`config.mk`:
```
export PLATFORM = sky130hd
export DESIGN_NAME = imem_loader
export DESIGN_NICKNAME = d
export VERILOG_FILES = /design/src/rtl/imem_loader.sv
export SDC_FILE = /design/constraint.sdc
export NUM_CORES = 1
export LEC_CHECK = 0
export ABC_AREA = 0
export CORE_MARGIN = 10
export CORE_UTILIZATION = 45
export CTS_CLUSTER_DIAMETER = 60
export CTS_CLUSTER_SIZE = 8
export DETAILED_ROUTE_END_ITERATION = 10
export PLACE_DENSITY = 0.82
export SLEW_MARGIN = 20
export SYNTH_ARGS = -nofsm -noshare
export SYNTH_HDL_FRONTEND = slang
export SYNTH_SLANG_ARGS = --single-unit
export TNS_END_PERCENT = 30
```
`constraint.sdc`:
```
create_clock -name clk -period 2.1 [get_ports clk]
set_input_delay 0.42 -clock clk [delete_from_list [all_inputs] [get_ports clk]]
set_output_delay 0.42 -clock clk [all_outputs]
set_load 0.05 [all_outputs]
```
`src/rtl/imem_loader.sv`:
```
// Byte-stream to instruction-memory loader: packs big-endian bytes into 32-bit words
// and writes them from START_ADDR upward. Define IMEM_LOADER_CHKSUM_EN to add a trailing XOR checksum byte.
module imem_loader #(
  parameter int MEM_SIZE   = 128,
  parameter int START_ADDR = 1
) (
  input  logic        clk,
  input  logic        rst_n,
  input  logic        start,
  input  logic        in_valid,
  input  logic [7:0]  in_data,
  input  logic        in_last,
  output logic        in_ready,
  output logic        mem_we,
  output logic [31:0] mem_addr,
  output logic [31:0] mem_wdata,
  output logic        busy,
  output logic        done,
  output logic        err,
  output logic [7:0]  word_count
);

`ifdef IMEM_LOADER_CHKSUM_EN
  typedef enum logic [2:0] {S_IDLE, S_COLLECT, S_WRITE, S_DONE, S_ERROR, S_CHECK} state_t;
`else
  typedef enum logic [2:0] {S_IDLE, S_COLLECT, S_WRITE, S_DONE, S_ERROR} state_t;
`endif

  state_t      state, state_n;
  logic [1:0]  byte_idx;
  logic [31:0] word;
  logic        last_q;
  logic        accept;
  logic        open_session;
  logic        at_top;
`ifdef IMEM_LOADER_CHKSUM_EN
  logic [7:0]  xsum;
`endif

  // Handshake: a byte moves on a rising edge only when in_valid and in_ready are both high.
  assign accept       = in_valid & in_ready;
  assign open_session = start & ((state == S_IDLE) | (state == S_DONE) | (state == S_ERROR));
  assign at_top       = (mem_addr == 32'(MEM_SIZE - 1));

  always_comb begin
    state_n  = state;
    in_ready = 1'b0;
    mem_we   = 1'b0;
    busy     = 1'b0;
    done     = 1'b0;
    err      = 1'b0;
    case (state)
      S_IDLE: begin
        if (start) state_n = S_COLLECT;
      end
      S_COLLECT: begin
        in_ready = 1'b1;
        busy     = 1'b1;
        if (accept) begin
          if (byte_idx == 2'd3) state_n = S_WRITE;
          else if (in_last)     state_n = S_ERROR;
        end
      end
      S_WRITE: begin
        mem_we = 1'b1;
        busy   = 1'b1;
        if (last_q) begin
`ifdef IMEM_LOADER_CHKSUM_EN
          state_n = S_CHECK;
`else
          state_n = S_DONE;
`endif
        end else if (at_top) begin
          state_n = S_ERROR;
        end else begin
          state_n = S_COLLECT;
        end
      end
`ifdef IMEM_LOADER_CHKSUM_EN
      S_CHECK: begin
        in_ready = 1'b1;
        busy     = 1'b1;
        if (accept) state_n = (in_data == xsum) ? S_DONE : S_ERROR;
      end
`endif
      S_DONE: begin
        done = 1'b1;
        if (start) state_n = S_COLLECT;
      end
      S_ERROR: begin
        err = 1'b1;
        if (start) state_n = S_COLLECT;
      end
      default: state_n = S_IDLE;
    endcase
  end

  always_ff @(posedge clk or negedge rst_n) begin
    if (!rst_n) state <= S_IDLE;
    else        state <= state_n;
  end

  // mem_wdata is captured on the fourth byte so it stays stable through and after WRITE.
  always_ff @(posedge clk or negedge rst_n) begin
    if (!rst_n) begin
      byte_idx   <= 2'd0;
      word       <= 32'd0;
      last_q     <= 1'b0;
      mem_addr   <= 32'd0;
      mem_wdata  <= 32'd0;
      word_count <= 8'd0;
`ifdef IMEM_LOADER_CHKSUM_EN
      xsum       <= 8'd0;
`endif
    end else if (open_session) begin
      byte_idx   <= 2'd0;
      last_q     <= 1'b0;
      mem_addr   <= 32'(START_ADDR);
      word_count <= 8'd0;
`ifdef IMEM_LOADER_CHKSUM_EN
      xsum       <= 8'd0;
`endif
    end else if (state == S_COLLECT && accept) begin
      word     <= {word[23:0], in_data};
      byte_idx <= byte_idx + 2'd1;
`ifdef IMEM_LOADER_CHKSUM_EN
      xsum     <= xsum ^ in_data;
`endif
      if (byte_idx == 2'd3) begin
        mem_wdata <= {word[23:0], in_data};
        last_q    <= in_last;
      end
    end else if (state == S_WRITE) begin
      mem_addr   <= mem_addr + 32'd1;
      word_count <= word_count + 8'd1;
      byte_idx   <= 2'd0;
    end
  end

endmodule
```
Word-level counts from Yosys, hierarchy flattened
Index checks and enable logic that the tools add are counted.
- bits in registers: 102
- input port bits: 13
- output and inout bits: 77
- word-level logic and storage cells: 62
- add/sub/neg operators: 3
- eq/ne operators: 10
- muxes and demuxes: 24
- bitwise gates (word level): 5
- reductions and logical operators: 13
- operators with widths (operator ; count):
    $mux 32 ; 3
    $add 32x1->32 const B ; 1
    $eq 32x7->1 const B ; 1
    $mux 8 ; 3
    $mux 3 ; 6
    $pmux 3 s3 ; 1
    $add 8x1->8 const B ; 1
    $mux 1 ; 8
    $eq 3x2->1 const B ; 2
    $mux 2 ; 3
    $reduce_and 2->1 ; 3
    $reduce_and 3->1 ; 2
    $reduce_bool 2->1 ; 3
    $ne 2x2->1 const B ; 2
    $eq 3x1->1 const B ; 1
    $eq 3x3->1 const B ; 1
    $logic_not 3->1 ; 1
    $ne 3x3->1 const B ; 1
    $reduce_bool 3->1 ; 1
    $reduce_or 3->1 ; 1
    $add 2x1->2 const B ; 1
    $and 1x1->1 ; 2
    $eq 2x2->1 const B ; 1
    $ne 2x1->1 const B ; 1
    other kinds (4) ; 5

Logic depth before layout (Yosys ltp)
Gate-level depths: netlist of the first run.
- depth after elaboration: 6
- gate-level depth with buffers: 9
- depth with buffers taken out: 7

Worst setup path after synthesis of the first run
OpenSTA, ideal clock, no wires.
- path kind: register to register
- start point: reg mem_addr[7]
- end point: reg mem_addr[29]
- library setup time: 132 ps
- arrival time: 1923 ps
- required time: 1968 ps
- path slack: 46 ps
- stages on the path, launching flop included: 7
- path buffers: 1
- period minus slack after synthesis: 2054 ps
- cell sequence: dfrtp_1 and4_4 nand4_4 buf_6 nor4_4 xnor2_1 nor2_2
- cells in the longest elaborated chain, start to end: 4
- RTL lines (item ; line ; source):
    start: declaration ; 15 ; output logic [31:0] mem_addr,
    start signal: assignment ; 118 ; mem_addr <= 32'(START_ADDR);
    start signal: assignment ; 134 ; mem_addr <= mem_addr + 32'd1;
    $add 32x1->32 ; 134 ;
    $mux 32 ; 133 ; end else if (state == S_WRITE) begin
    $mux 32 ; 123 ; end else if (state == S_COLLECT && accept) begin
    $mux 32 ; 115 ; end else if (open_session) begin
No other way between the ends. The select of a mux whose other input is x is not followed.
A chain may end at the register's enable or synchronous reset.

Worst setup path after layout of the first run
- start point: reg mem_addr[9]
- end point: out mem_addr[9]
No word-level cell between the ends.

==> impl_metrics.yaml, run 1 <==
run_status:
  status: "completed"
floorplan:
  ioPinCount: 90
  fp.dieW_um: 123
  initial_utilization_pct: 46.2
  rows: 37
  die-area_um2: 15100
  die_h_um: 123
  coreArea_um2: 10300
worst_setup_path:
  cp_cell_sequence: "clkdlybuf4s50_1"
  r2r_end: "mem_addr[24]"
  reg2reg_from: "mem_addr[1]"
  r2r_slack_ps: 170
  worst-path-stages: 1
  crit_path_max_fanout: 5
  worstSetupPathType: "flop to output port"
  cp_slowest_cell: "clkdlybuf4s50_1"
  worstSetupEndpointType: "output port"
  crit_family: "buffers and inverters"
  worst_ep_required_time_ps: 1680
  start_kind: "flop"
  reg2reg_depth: 6
  critPathArrivalTime_ps: 1630
  slowest_delay_ps: 840
  timing.critical_path.buf_inv: 1
logic_synthesis:
  synth_top_area_share_pct: 53.8
  syn_inst: 388
  synthFlopType: "dfrtp_1"
  synth_simple_gate_area_share_pct: 20.2
  synth_top_family_by_area: "simple AND/OR/NAND/NOR gates"
  synth_edf_count: 0
  synth.area.top_cells: "dfrtp_1 (54%), mux2_2 (13%), xnor2_1 (4.8%)"
  synthXorXnorAreaFrac_pct: 7.01
  yosys-mux-area-fraction_pct: 13.7
  syn-cell-area_um2: 4750
  synth_compound_area_share_pct: 1.74
  synth_cell_types: 45
  yosysSeqAreaShare_pct: 53.8
  avgSynthCellArea_um2: 12.2
  synth_area_leader_cell: "dfrtp_1"
  yosys_register_bits: 102
  yosysWarnings: 0
  synth_fa_ha_area_share_pct: 0.791
  synthArstFlopShare_pct: 100
  syn_nets: 404
global_route:
  grt_first_pass_wirelength_um: 18300
  track_usage_pct: 14.9
  first_global_vias: 3574
  overflow: 0
  grt_max_degree: 49
  grt_antenna_before_repair: 0
clocking:
  htree_levels: 3
  cts_tree: "done"
  clock_latency_ps: 350
  clk_pin_slew_ps: 90
  clock-sinks: 102
  root_buffer: "clkbuf_8"
  cts-buffers-inserted: 9
  cts_buffer_depth: 2
power:
  p_leak_nw: 2.90
  powerDensity_nw_per_um2: 1090
  p_switching_w: 0.00257
  switching_share_pct: 38.2
  clkPwrFrac_pct: 18.3
  internal_power_w: 0.00415
  power_frac_seq_pct: 41.1
  pwr-share-comb_pct: 40.6
  peakVddDrop_mv: 0.832
final_layout:
  final_common_cell: "dfrtp_1"
  nFillCells: 855
  final_layout_size_suffix_gt1_share_pct: 25.9
  syn_to_final_growth_pct: 29.7
  stdcell_area_um2: 6160
  final_cell_mix: "dfrtp_1 (100), mux2_2 (55), clkdlybuf4s50_1 (55)"
  finish.net_count: 506
  antenna_cells: 0
  stdcell_count: 631
sta:
  maxSlewHeadroom_pct: 62.6
  tns_ps: 0
  final.setup_skew_ps: 9.42
  finalCritPeriodShare_pct: 97.7
  min_period_ps: 2050
  whs_ps: 488
  maxSlewViolCount: 0
  rsz0062_at_grt: "no"
  finalSetupViolCount: 0
  fin_ws_ps: 49.1
  fmax_ghz: 0.488
  tightest_slew_ps: 560
  hold_violations: 0
placement:
  gp_congestion: 0.886
  dp_cells: 612
  post-place-ws_ps: -127
  port_buffers: 89
  placed_area_um2: 5930
  hpwl_um: 8030
detailed_routing:
  drt_iter0_markers: 152
  finalWirelength_um: 10900
  drc: 0
  num_vias: 3400
  wl_per_cell_um: 17.3
  viasPerCell: 5.39
  detail-route-antenna-nets: 0
  drt_first_pass_iters: 4
worst_hold_path:
  min_path_type: "input pin to async pin"
run:
  drv_cap: 0
-- how the worst max path moves through the flow --
stage	from	end
global placement	start	mem_addr[25]
floorplan	mem_addr[7]	mem_addr[29]
global route	mem_addr[0]	mem_addr[24]
CTS	state[0]	busy
finish	mem_addr[9]	mem_addr[9]
detailed placement	start	mem_addr[31]
-- sequential cells by signal, summed over array words and instances, names as in the netlist --
name / flops
mem_addr: 32
mem_wdata: 32
word: 24
word_count: 8
state: 3
byte_idx: 2
last_q: 1
-- power groups by stage --
stage | Sequential [W] | Clock, W | Combinational [W]
2_1_floorplan | 0.00346 | 0 | 0.00106
3_3_place_gp | 0.00277 | 0 | 0.00265
3_5_place_dp | 0.00281 | 0 | 0.00270
4_1_cts | 0.00278 | 0.00127 | 0.00271
5_1_grt | 0.00283 | 0.00135 | 0.00290
6_report | 0.00276 | 0.00123 | 0.00273
-- Yosys cell counts (all sizes together) (3+ instances only) --
library cell and count:
o22ai 3, buf 16, dfrtp 102, nor4b 3
inv 3, xnor2 26, o21ai 4, xor2 12
and2 3, nand2b 4, nor3 13, nand2 22
nor2 44, nand3 12, nor4 18, ha 3
mux2 56, nand4 12, and3 5, and4 10
-- what timing repair did --
| action | 4_1_cts | 5_1_grt |
|---|---|---|
| endpoints found under the hold margin | 17 | 0 |
| buffers inserted | 0 | 2 |
| gates resized for setup | 17 | 9 |
| setup endpoints to repair | 17 | 8 |
| hold buffers | 1 | 0 |
-- cells by family (layout without fill, tap and decap cells) --
logic type / count (synthesis) / after routing
buffers and inverters: 21 / 128
muxes: 58 / 58
xor gates and xnor gates: 38 / 38
AOI/OAI and AO/OA: 13 / 13
adders and majority gates: 3 / 3
and+or+nand+nor: 153 / 153
DFF: 102 / 102
-- through the flow --
stage                     total power (W)  utilization [%]
after CTS                         0.00676             59.5
after detailed placement          0.00551             57.7
after global placement            0.00541             57.7
final                             0.00672             59.9
after global routing              0.00709             59.9
after floorplan                   0.00452                -
-- routing by layer --
metal / global-route usage (%) / wire (um) / vias up
li1: - / - / 1571
met1: 18.5 / 4610 / 1713
met2: 23.1 / 5110 / 106
met3: 6.20 / 1080 / 10
met4: 4.64 / 104 / 0
met5: 0 / 0 / -
-- final cells by class --
type / count / area (um2) / share of cell area [%]
well taps: 136 / 170 / 2.76
repair buffers: 109 / 1150 / 18.7
clock inverters: 6 / 68.8 / 1.12
multi-input cells: 265 / 2070 / 33.7
inverters: 3 / 11.3 / 0.183
clock buffers: 10 / 128 / 2.07
flip-flops and latches: 102 / 2550 / 41.5
Note: power is estimated with default switching activity, not from simulation.
==> run 2: changes to the inputs <==
SLEW_MARGIN = 25   (was 20)
clock period = 2.5 ns   (was 2.1 ns; I/O delays follow)
==> run 2 against run 1 <==
Compared with the run above:
- total power fell by 19%
- critical path depth did not move
- non-clock buffer count is 11 lower
- count of clock-buffer cells in the layout unchanged
- sequential power fell by 16%
- register-to-register slack improved by 320 ps
- first-iteration DRC count rose by 16%
- final cell count fell by 1.7%
- routed wire length down 3.2%
- design area fell by 2.5%
- combinational power decreased by 22%
- die area unchanged
- critical endpoint is now mem_addr[19]
- largest power group unchanged
==> impl_metrics.yaml, run 2 (synthesis results as in run 1) <==
run_status:
  status: "completed"
sta:
  rsz0062_at_grt: "no"
  tightest_slew_ps: 591
  min_period_ps: 2250
  final.setup_skew_ps: 16.3
  finalCritPeriodShare_pct: 89.9
  hold_violations: 0
  tns_ps: 0
  maxSlewViolCount: 0
  fmax_ghz: 0.445
  finalSetupViolCount: 0
  maxSlewHeadroom_pct: 60.6
power:
  switching_share_pct: 39.7
  pwr-share-comb_pct: 39.1
  p_leak_nw: 2.63
  powerDensity_nw_per_um2: 911
  total_power_w: 0.00547
  clkPwrFrac_pct: 18.3
  power_frac_seq_pct: 42.6
  p_switching_w: 0.00217
  internal_power_w: 0.00330
  peakVddDrop_mv: 0.675
worst_setup_path:
  cp_cell_sequence: "clkdlybuf4s50_1"
  crit_path_max_fanout: 7
  worstSetupEndpointType: "output port"
  slowest_delay_ps: 870
  critPathArrivalTime_ps: 1750
  start_kind: "flop"
  worst_ep_required_time_ps: 2000
  crit_family: "buffers and inverters"
  worstSetupPathType: "flop to output port"
  cp_slowest_cell: "clkdlybuf4s50_1"
  timing.critical_path.buf_inv: 1
global_route:
  grt_max_degree: 47
  first_global_vias: 3406
  track_usage_pct: 14.4
  overflow: 0
  grt_antenna_before_repair: 0
  grt_first_pass_wirelength_um: 17600
clocking:
  cts_tree: "done"
  clock_latency_ps: 370
  cts_buffer_depth: 2
  htree_levels: 3
  clk_pin_slew_ps: 110
  root_buffer: "clkbuf_8"
  cts_hold_buf: 0
  cts-buffers-inserted: 9
  clock-sinks: 102
  cts_post_setup_buffers_inserted: 0
floorplan:
  ioPinCount: 90
  rows: 37
  initial_utilization_pct: 46.2
  fp.dieW_um: 123
  coreArea_um2: 10300
  die_h_um: 123
  die-area_um2: 15100
final_layout:
  final_cell_mix: "dfrtp_1 (102), clkdlybuf4s50_1 (83), mux2_2 (55)"
  final_common_cell: "dfrtp_1"
  stdcell_count: 620
  top_regs: "mem_addr: 32 flops, mem_wdata: 32 flops, word: 24 flops"
  antenna_cells: 0
  finish.net_count: 495
  syn_to_final_growth_pct: 26.4
  final_layout_size_suffix_gt1_share_pct: 22.7
detailed_routing:
  viasPerCell: 5.36
  num_vias: 3322
  wl_per_cell_um: 17.0
  detail-route-antenna-nets: 0
  drt_iter0_markers: 177
  finalWirelength_um: 10600
  drc: 0
  drt_first_pass_iters: 4
placement:
  hpwl_um: 7710
  port_buffers: 89
  gp_congestion: 0.871
  dp_cells: 604
run:
  drv_cap: 0
worst_hold_path:
  min_path_type: "input pin to async pin"
-- run 2: changes by cell type in the layout (fill, tap and decap cells not counted), moves of 2 or more --
cell | previous run | this run
buf_12 | 11 | 5
buf_4 | 19 | 9
clkdlybuf4s50_1 | 55 | 83
dfrtp_1 | 100 | 102
dfrtp_2 | 2 | 0
dlygate4sd2_1 | 16 | 0
dlymetal6s2s_1 | 7 | 1
inv_8 | 0 | 2
-- run 2: metrics by stage --
stage | hold WS (ps) | cell area, um2 | setup WS [ps] | utilization (%)
global route | 135 | 6000 | 173 | 58.4
floorplan | 204 | 4750 | 377 | -
global placement | 479 | 5810 | 149 | 56.5
detailed placement | 496 | 5810 | 93.0 | 56.5
CTS | 131 | 6000 | 23.9 | 58.4
finish | 110 | 6000 | 253 | 58.4
-- run 2: cell type report --
type / count / area (um2)
multi-input cells: 265 / 2070
well taps: 136 / 170
clock buffers: 10 / 128
fillers: 863 / 4280
clock inverters: 6 / 57.6
flip-flops and latches: 102 / 2550
inverters: 3 / 11.3
repair buffers: 98 / 1010
-- run 2: power by group through the flow --
stage | Combinational [W] | Sequential [W] | Clock [W]
global route | 0.00229 | 0.00240 | 0.00111
floorplan | 0.000895 | 0.00291 | 0
global placement | 0.00212 | 0.00233 | 0
finish | 0.00214 | 0.00233 | 0.00100
CTS | 0.00217 | 0.00233 | 0.00104
detailed placement | 0.00217 | 0.00236 | 0
-- run 2: layer usage --
layer  share of wire [%]  routed length (um)  global-route usage, %
met1                  41                4370                   17.4
met2                  47                4920                   22.8
met3                  11                1200                   7.67
met4                0.54                  57                   2.43
met5                   0                   0                      0
-- run 2: what timing repair did --
action	in CTS	in global routing
resized for setup	0	1
hold endpoints to repair	0	0
setup endpoints to repair	0	1
-- run 2: worst paths after layout --
kind / cells past startpoint / endpoint / slack (ps) / from
max in group asynchronous: 2 / word[21] / 1650 / rst_n
min: 1 / mem_addr[11] / 110 / rst_n
max reg2reg: 5 / mem_addr[25] / 490 / mem_addr[7]
min reg2reg: 1 / byte_idx[0] / 510 / byte_idx[0]
max: 1 / mem_addr[19] / 250 / mem_addr[19]
min in group clk: 1 / byte_idx[0] / 510 / byte_idx[0]
==> run 3: changes to the inputs <==
CAP_MARGIN = 40   (was default)
==> results of run 3 <==
The final DEF is identical to that of run 2; final timing and power are the same.
